===== config.mk =====
export PLATFORM = sky130hd
export DESIGN_NAME = uart_msg_tx
export DESIGN_NICKNAME = d
export VERILOG_FILES = /design/src/rtl/comm_pkg.sv /design/src/rtl/nonce_fifo.sv /design/src/rtl/uart_msg_tx.sv
export SDC_FILE = /design/constraint.sdc
export NUM_CORES = 1
export LEC_CHECK = 0
export ABC_AREA = 0
export CORE_ASPECT_RATIO = 2
export CORE_UTILIZATION = 45
export CTS_CLUSTER_SIZE = 12
export DETAILED_ROUTE_END_ITERATION = 10
export HOLD_SLACK_MARGIN = 0.12
export PLACE_DENSITY_LB_ADDON = 0.08
export SYNTH_ARGS = -nofsm -noshare
export SYNTH_HDL_FRONTEND = slang
export SYNTH_SLANG_ARGS = --single-unit

===== constraint.sdc =====
create_clock -name comm_clk -period 3.8 [get_ports comm_clk]
set_input_delay 0.95 -clock comm_clk [delete_from_list [all_inputs] [get_ports comm_clk]]
set_output_delay 0.95 -clock comm_clk [all_outputs]
set_load 0.03 [all_outputs]

===== src/rtl/comm_pkg.sv =====
// Shared message-type codes and framing constants for the comm_clk UART link.
package comm_pkg;

  localparam logic [7:0] MSG_INFO        = 8'd0;
  localparam logic [7:0] MSG_INVALID     = 8'd1;
  localparam logic [7:0] MSG_NONCE_FOUND = 8'd2;

  localparam int HDR_LEN     = 4;
  localparam int MIN_PKT_LEN = 8;

  typedef enum logic [1:0] {
    ST_IDLE = 2'd0,
    ST_HDR  = 2'd1,
    ST_PAY  = 2'd2
  } tx_state_e;

  // A request length is framed as-is only if it covers the minimum packet and fits the payload buffer.
  function automatic logic len_in_range(input logic [7:0] len, input int max_payload);
    return (int'(len) >= MIN_PKT_LEN) && (int'(len) <= max_payload + HDR_LEN);
  endfunction

endpackage


===== src/rtl/nonce_fifo.sv =====
// Synchronous FIFO holding golden nonces until the framer is free; pop-while-full frees a slot for a same-cycle push.
module nonce_fifo #(
  parameter int WIDTH = 32,
  parameter int DEPTH = 4
) (
  input  logic             clk,
  input  logic             reset,
  input  logic             push,
  input  logic [WIDTH-1:0] wr_data,
  input  logic             pop,
  output logic [WIDTH-1:0] rd_data,
  output logic             full,
  output logic             empty,
  output logic             drop
);

  localparam int AW = $clog2(DEPTH);

  logic [WIDTH-1:0] mem [DEPTH];
  logic [AW-1:0]    wr_ptr;
  logic [AW-1:0]    rd_ptr;
  logic [AW:0]      count;
  logic             do_push;
  logic             do_pop;

  assign full    = (count == (AW+1)'(DEPTH));
  assign empty   = (count == '0);
  assign do_pop  = pop && !empty;
  assign do_push = push && (!full || do_pop);
  assign drop    = push && full && !do_pop;
  assign rd_data = mem[rd_ptr];

  always_ff @(posedge clk) begin
    if (reset) begin
      wr_ptr <= '0;
      rd_ptr <= '0;
      count  <= '0;
    end else begin
      if (do_push) begin
        mem[wr_ptr] <= wr_data;
        wr_ptr      <= wr_ptr + 1'b1;
      end
      if (do_pop) begin
        rd_ptr <= rd_ptr + 1'b1;
      end
      case ({do_push, do_pop})
        2'b10:   count <= count + 1'b1;
        2'b01:   count <= count - 1'b1;
        default: count <= count;
      endcase
    end
  end

endmodule


===== src/rtl/uart_msg_tx.sv =====
// Outbound packet framer: turns parser responses and queued golden nonces into
// [len][00][00][type][payload LSB first] byte streams for the UART TX FIFO.
module uart_msg_tx
  import comm_pkg::*;
#(
  parameter int MAX_PAYLOAD = 60,
  parameter int NONCE_DEPTH = 4
) (
  input  logic                     comm_clk,
  input  logic                     reset,
  input  logic                     req_valid,
  output logic                     req_ready,
  input  logic [7:0]               req_type,
  input  logic [7:0]               req_len,
  input  logic [MAX_PAYLOAD*8-1:0] req_payload,
  input  logic                     nonce_valid,
  input  logic [31:0]              nonce,
  output logic                     nonce_overflow,
  input  logic                     tx_busy,
  output logic                     tx_we,
  output logic [7:0]               tx_data,
  output logic [1:0]               state_dbg
);

  localparam int PW = MAX_PAYLOAD * 8;

  tx_state_e     state;
  logic [7:0]    cnt;
  logic [7:0]    len_q;
  logic [7:0]    type_q;
  logic [PW-1:0] shift_q;
  logic [7:0]    cur_byte;
  logic [31:0]   fifo_rd;
  logic          fifo_full;
  logic          fifo_empty;
  logic          fifo_drop;
  logic          accept;
  logic          pop;
  logic          issue;

  // Handshakes: a request transfers on a cycle with req_valid && req_ready; a byte
  // transfers on a cycle with tx_we, which is only raised while tx_busy is low.
  assign req_ready = (state == ST_IDLE) && !reset;
  assign accept    = req_ready && req_valid;
  assign pop       = req_ready && !req_valid && !fifo_empty;
  assign issue     = (state != ST_IDLE) && !tx_busy && !reset;
  assign tx_we     = issue;
  assign tx_data   = issue ? cur_byte : 8'h00;
  assign state_dbg = state;

  always_comb begin
    cur_byte = shift_q[7:0];
    if (state == ST_HDR) begin
      case (cnt[1:0])
        2'd0:    cur_byte = len_q;
        2'd3:    cur_byte = type_q;
        default: cur_byte = 8'h00;
      endcase
    end
  end

  nonce_fifo #(
    .WIDTH(32),
    .DEPTH(NONCE_DEPTH)
  ) u_nonce_fifo (
    .clk    (comm_clk),
    .reset  (reset),
    .push   (nonce_valid),
    .wr_data(nonce),
    .pop    (pop),
    .rd_data(fifo_rd),
    .full   (fifo_full),
    .empty  (fifo_empty),
    .drop   (fifo_drop)
  );

  // cnt runs across header and payload, so the last byte is simply cnt == len-1.
  always_ff @(posedge comm_clk) begin
    if (reset) begin
      state          <= ST_IDLE;
      cnt            <= 8'd0;
      len_q          <= 8'd0;
      type_q         <= 8'd0;
      shift_q        <= '0;
      nonce_overflow <= 1'b0;
    end else begin
      if (fifo_drop) nonce_overflow <= 1'b1;
      case (state)
        ST_IDLE: begin
          cnt <= 8'd0;
          if (accept) begin
            state <= ST_HDR;
            if (len_in_range(req_len, MAX_PAYLOAD)) begin
              len_q   <= req_len;
              type_q  <= req_type;
              shift_q <= req_payload;
            end else begin
              len_q   <= 8'(MIN_PKT_LEN);
              type_q  <= MSG_INVALID;
              shift_q <= '0;
            end
          end else if (pop) begin
            state   <= ST_HDR;
            len_q   <= 8'(MIN_PKT_LEN);
            type_q  <= MSG_NONCE_FOUND;
            shift_q <= {{(PW-32){1'b0}}, fifo_rd};
          end
        end
        ST_HDR: begin
          if (issue) begin
            cnt <= cnt + 8'd1;
            if (cnt == 8'(HDR_LEN - 1)) state <= ST_PAY;
          end
        end
        ST_PAY: begin
          if (issue) begin
            cnt     <= cnt + 8'd1;
            shift_q <= shift_q >> 8;
            if (cnt == len_q - 8'd1) state <= ST_IDLE;
          end
        end
        default: state <= ST_IDLE;
      endcase
    end
  end

endmodule


; ---- Word level (Yosys, flattened, before mapping)
; Memories as Yosys holds them, arrays and structs flattened. A register that Yosys moved wholly into a read port is not among the register bits.
; Cells that the tools add are included.
[totals]
ff_bits = 514
ramBits = 128
in_bits = 533
out_inout_bits = 13
elab_cells = 92
mem_count = 1
[op_classes]
n_addsub = 6
order_cmp = 2
n_eq_ne = 14
muxes = 29
reduce_logical = 31
[memory_table]
columns = name, words, width, read_ports, rd_ports_with_merged_regs, write_ports, line_no
row1 = u_nonce_fifo.mem, 4, 32, 1, 1, 1, nonce_fifo.sv:19  ; logic [WIDTH-1:0] mem [DEPTH];
[ops]
columns = cell, n
row1 = $mux W480, 4
row2 = $pmux W480 S2, 1
row3 = $mux W8, 9
row4 = $pmux W8 S2, 2
row5 = $mux W2, 8
row6 = $logic_and A1 B1 Y1, 11
row7 = $reduce_bool A2 Y1, 5
row8 = $add A8 B1 Y8 const B, 1
row9 = $eq A8 B2 Y1 const B, 1
row10 = $eq A8 B8 Y1, 1
row11 = $ge A8 B4 Y1 const B, 1
row12 = $le A8 B7 Y1 const B, 1
row13 = $sub A8 B1 Y8 const B, 1
row14 = $eq A2 B2 Y1 const B, 3
row15 = $logic_not A1 Y1, 6
row16 = $ne A2 B2 Y1 const B, 3
row17 = $pmux W2 S3, 1
row18 = $pmux W3 S2, 1
row19 = $reduce_and A5 Y1, 1
row20 = $add A2 B1 Y2 const B, 2
row21 = $eq A2 B1 Y1 const B, 2
row22 = $logic_not A2 Y1, 2
row23 = $ne A2 B1 Y1 const B, 2
row24 = $reduce_and A2 Y1, 2
row25 = other kinds (9), 11

; ---- Longest topological paths before layout
[logic_depth]
ltp_word = 10
depth_mapped = 11
mapped_depth_nobuf = 10

; ---- By module
; From an unflattened synthesis, not the netlist that was laid out.
[unflattened]
hier_cells = 2998
area_unflattened_um2 = 26720.6
[by_module_without_submodules]
columns = mod, instances, cells_per_inst, area_per_inst_um2, seq_area_each_um2
row1 = uart_msg_tx, 1, 2776, 21565.7, 10149.7
row2 = nonce_fifo, 1, 222, 5154.9, 4023.9

; ---- Least setup slack after synthesis
; OpenSTA, ideal clock, no wires.
[synth_timing]
path_type = input to register
from = input reset
to = memory u_nonce_fifo.mem[0][0], enable pin
setup_time_ps = 392
t_arrival_ps = 2689
required_ps = 3408
setup_slack_ps = 719
path_stages = 4
n_path_buf = 0
cell_sequence = or3b_2 a31o_2 nor2_1 and2_1
[synth_between]
elab_chain_len = 10
[synth_lines]
columns = element, line_no
row1 = from (decl), uart_msg_tx.sv:10  ; input logic reset,
row2 = $logic_not A1 Y1, uart_msg_tx.sv:43  ; assign req_ready = (state == ST_IDLE) && !reset;
row3 = $logic_and A1 B1 Y1, uart_msg_tx.sv:43
row4 = $logic_and A1 B1 Y1 (2 in series), uart_msg_tx.sv:45  ; assign pop = req_ready && !req_valid && !fifo_empty;
row5 = $logic_and A1 B1 Y1, nonce_fifo.sv:28  ; assign do_pop = pop && !empty;
row6 = $logic_or A1 B1 Y1, nonce_fifo.sv:29  ; assign do_push = push && (!full || do_pop);
row7 = $logic_and A1 B1 Y1, nonce_fifo.sv:29
row8 = $mux W1, nonce_fifo.sv:39  ; if (do_push) begin
row9 = $mux W1 (*), nonce_fifo.sv:34  ; if (reset) begin
row10 = $mux W1 (implied by the code) (*), nonce_fifo.sv:40  ; mem[wr_ptr] <= wr_data;
row11 = to (decl), nonce_fifo.sv:19
; Mark *: on every way between the ends. The rest lies on a longest branch, timed or not.

; ---- Worst setup path in the final report
[layout_timing]
from = register state[1], in the netlist state_dbg[1]
to = output tx_data[0]
[layout_between]
elab_chain_len = 4
elab_cells_between_ends = 6
cone_classes = eq/ne (1) / mux (2) / reduce/logical (3)
[layout_lines]
columns = element, line_no
row1 = from (decl), uart_msg_tx.sv:27  ; tx_state_e state;
row2 = from (signal assigned), uart_msg_tx.sv:80  ; state <= ST_IDLE;
row3 = from (signal assigned), uart_msg_tx.sv:92  ; state <= ST_HDR;
row4 = from (signal assigned), uart_msg_tx.sv:103  ; state <= ST_HDR;
row5 = $reduce_bool A2 Y1, uart_msg_tx.sv:46  ; assign issue = (state != ST_IDLE) && !tx_busy && !reset;
row6 = $logic_and A1 B1 Y1 (2 in series), uart_msg_tx.sv:46
row7 = $mux W8 (*), uart_msg_tx.sv:48  ; assign tx_data = issue ? cur_byte : 8'h00;
row8 = to (decl), uart_msg_tx.sv:21  ; output logic [7:0] tx_data,
; Marks and branches as above.

==> impl_metrics.py <==
metrics = {
    "synthesis": {
        "synth.yosys.seq_area_share_pct": 55.37,
        "synth_ff_type": "dfxtp_1",
        "syn-num-nets": 3079,
        "synth_common_cells": "516 x dfxtp_1, 504 x nor2_1, 344 x o21ai_0",
        "synth_top_area_share_pct": 40.35,
        "synth_most_common_cell": "dfxtp_1",
        "yosysUniqueCellTypes": 56,
        "netlist_instances": 2535,
        "yosys.area.top_type": "dfxtp_1",
        "syn_area_sq_mm": 0.02560,
        "ys_ff_latch": 644,
        "synth_area_leaders": "dfxtp_1 40%, edfxtp_1 15%, a221oi_1 12%",
        "ys_async_sr_fraction_pct": 0,
        "synth_edf_count": 128,
        "yosys_warnings": 0,
        "avgSynthCellArea_sq_um": 10.10,
    },
    "setup_path": {
        "start_kind": "flop",
        "r2r-end": "shift_q[388]",
        "required_ps": 2850,
        "timing.rr.start": "state_dbg[1]",
        "worstPathArrival_ps": 2550,
        "end_kind": "primary output",
        "r2r_slack_ps": 880,
        "path_max_fanout": 11,
        "crit_type": "flop to primary output",
        "reg2regPathDepth": 9,
    },
    "min_path": {
        "hp-start": "shift_q[25]",
        "worst_hold_path_type": "flop to flop",
        "holdPathEnd": "shift_q[25]",
        "worstHoldPathCells": 2,
    },
    "clock_tree": {
        "clkSinkCount": 644,
        "post_cts_buffers": 0,
        "cts_tree": "yes",
        "cts_root_buf": "clkbuf_16",
        "numCtsBuffers": 60,
        "h-tree-depth": 2,
        "clock_latency_ps": 610,
        "clock_path_buffers": 3,
        "path_clk_slew_ps": 60,
    },
    "grt": {
        "grt_pass1_wl_um": 128200,
        "overflow": 0,
        "grtUsageTotal_pct": 28.57,
        "antenna_found_initial": 38,
        "grt_start_max_net_pins": 173,
        "grt_pass1_vias": 22390,
    },
    "floorplan": {
        "die_h_um": 339.3,
        "initial_utilization_pct": 45.57,
        "core_area_sq_mm": 0.05617,
        "die-area_sq_mm": 0.05790,
        "rows": 123,
        "dieWidth_um": 170.7,
        "io_pins": 546,
    },
    "timing": {
        "setup_tns_ps": 0,
        "finalCriticalPeriod_ps": 3501,
        "max_slew.worst_pin.slew_ps": 1171,
        "slew_headroom_pct": 21.94,
        "timing.fmax_mhz": 285.6,
        "final_max_slew_viol_count": 0,
        "grt_setup_unrepaired": "no",
        "fin_skew_ps": 12.99,
        "setup_viol": 0,
        "hold_violations": 0,
        "period_share_pct": 92.13,
    },
    "pwr": {
        "powerDensity_mw_per_mm2": 687.7,
        "totalPowerFinal_w": 0.02309,
        "vdd_drop_max_mv": 0.5204,
        "p_leak_nw": 11.86,
    },
    "detailed_routing": {
        "drt_wl_total_um": 85770,
        "vias": 23050,
        "final_antenna_net_count": 0,
        "drt-initial-drc-count": 2228,
        "first_pass_iters": 11,
        "remaining_drc_errors": 5,
        "avgViaCountPerCell": 6.166,
        "post_drt_wl_per_cell_um": 22.95,
    },
    "place": {
        "io_buffers": 545,
        "place_congestion": 0.8707,
        "dp_hpwl_um": 57590,
    },
    "status": {
        "status": "finished, violations left",
        "violations": "design-rule violations",
    },
    "cells_and_area": {
        "layout.nets": 3476,
        "syn2layout_area_growth_pct": 31.17,
        "drive_gt1_share_pct": 6.383,
    },
    "job": {
        "drv_cap": 0,
    },
}
-- what timing repair did --
| action | CTS | global route |
|---|---|---|
| setup endpoints to repair | 0 | 1 |
| hold buffers | 0 | 0 |
| resized for setup | 0 | 1 |
-- cell families (layout without fill, tap and decap cells) --
logic type / after synthesis / in the layout / share of synthesized area, %
xor gates and xnor gates: 16 / 16 / 0.5475
and+or+nand+nor: 593 / 593 / 9.292
adders and majority gates: 11 / 11 / 0.5670
other: 0 / 27 / 0
AOI/OAI and AO/OA: 926 / 926 / 26.43
muxes: 36 / 36 / 2.982
DFF: 644 / 644 / 55.37
buffers and inverters: 309 / 735 / 4.810
-- how the worst max path moves through the flow --
stage	from	to	cells after the start
5_1_grt	state_dbg[1]	tx_data[1]	6
2_1_floorplan	reset	u_nonce_fifo.mem[0][0]	4
3_5_place_dp	req_len[6]	shift_q[372]	8
6_report	state_dbg[1]	tx_data[0]	6
4_1_cts	state_dbg[0]	req_ready	5
3_3_place_gp	req_len[0]	shift_q[197]	9
-- placed cells by master (no fill, tap or decap), types with 38 or more instances in the layout --
cell               n
clkdlybuf4s50_1  534
dfxtp_1          515
nor2_1           504
o21ai_0          344
a221oi_1         343
edfxtp_1         128
a222oi_1         121
clkbuf_16         61
a21oi_1           45
buf_4             44
nand2_1           38
-- power by group --
part | total [W] | internal, W | leakage, nW | switching [W]
Sequential | 0.00899 | 0.00828 | 5.39 | 0.000707
Combinational | 0.00862 | 0.00333 | 5.66 | 0.00528
Clock | 0.00548 | 0.00297 | 0.812 | 0.00252
-- area by class of cell --
cell class                      instances  area [sq um]
Fill cell                            4842         22600
Sequential cell                       644         14170
Multi-Input combinational cell       1582         10230
Timing Repair Buffer                  613          6360
Clock buffer                           89          1662
Tap cell                              750         938.4
Inverter                               31         123.9
Antenna cell                           27         67.56
Clock inverter                          2         17.52
-- critical path, stage by stage, from the launching register on --
cell and delay (ps):
dfxtp_1 350, inv_1 100, ha_1 410, nor2b_1 500, a21oi_1 210, nor2_1 220, buf_12 150
-- flip-flops by register name, summed over array words and instances, names as in the netlist, named ones only --
register / cells
u_nonce_fifo.mem: 128
nonce_overflow: 1
shift_q: 480
len_q: 8
u_nonce_fifo.wr_ptr: 2
type_q: 8
u_nonce_fifo.count: 3
state_dbg: 2
cnt: 8
u_nonce_fifo.rd_ptr: 2
-- per-stage QoR --
| stage | hold slack (ps) | instance area, sq um | setup WS, ps | cells | util, % |
|---|---|---|---|---|---|
| 2_1_floorplan | 444.8 | 25600 | 719.4 | 2535 | - |
| 3_3_place_gp | 461.1 | 31830 | 351.8 | 3620 | 56.66 |
| 3_5_place_dp | 465.2 | 31830 | 293.0 | 3620 | 56.66 |
| 4_1_cts | 480.6 | 33510 | 82.85 | 3711 | 59.65 |
| 5_1_grt | 500.9 | 33570 | 83.93 | 3736 | 59.77 |
| 6_report | 479.3 | 33580 | 298.9 | 3738 | 59.78 |
-- layer usage --
metal | vias to the layer above | part of all wire (%) | GRT usage [%]
met1 | 11190 | 37 | 32.55
met4 | 20 | 4.9 | 16.01
met2 | 1060 | 49 | 47.94
met3 | 202 | 9.0 | 7.555
met5 | - | 0.14 | 0
li1 | 10570 | - | -
No activity file was read; power rests on OpenSTA's default activity.
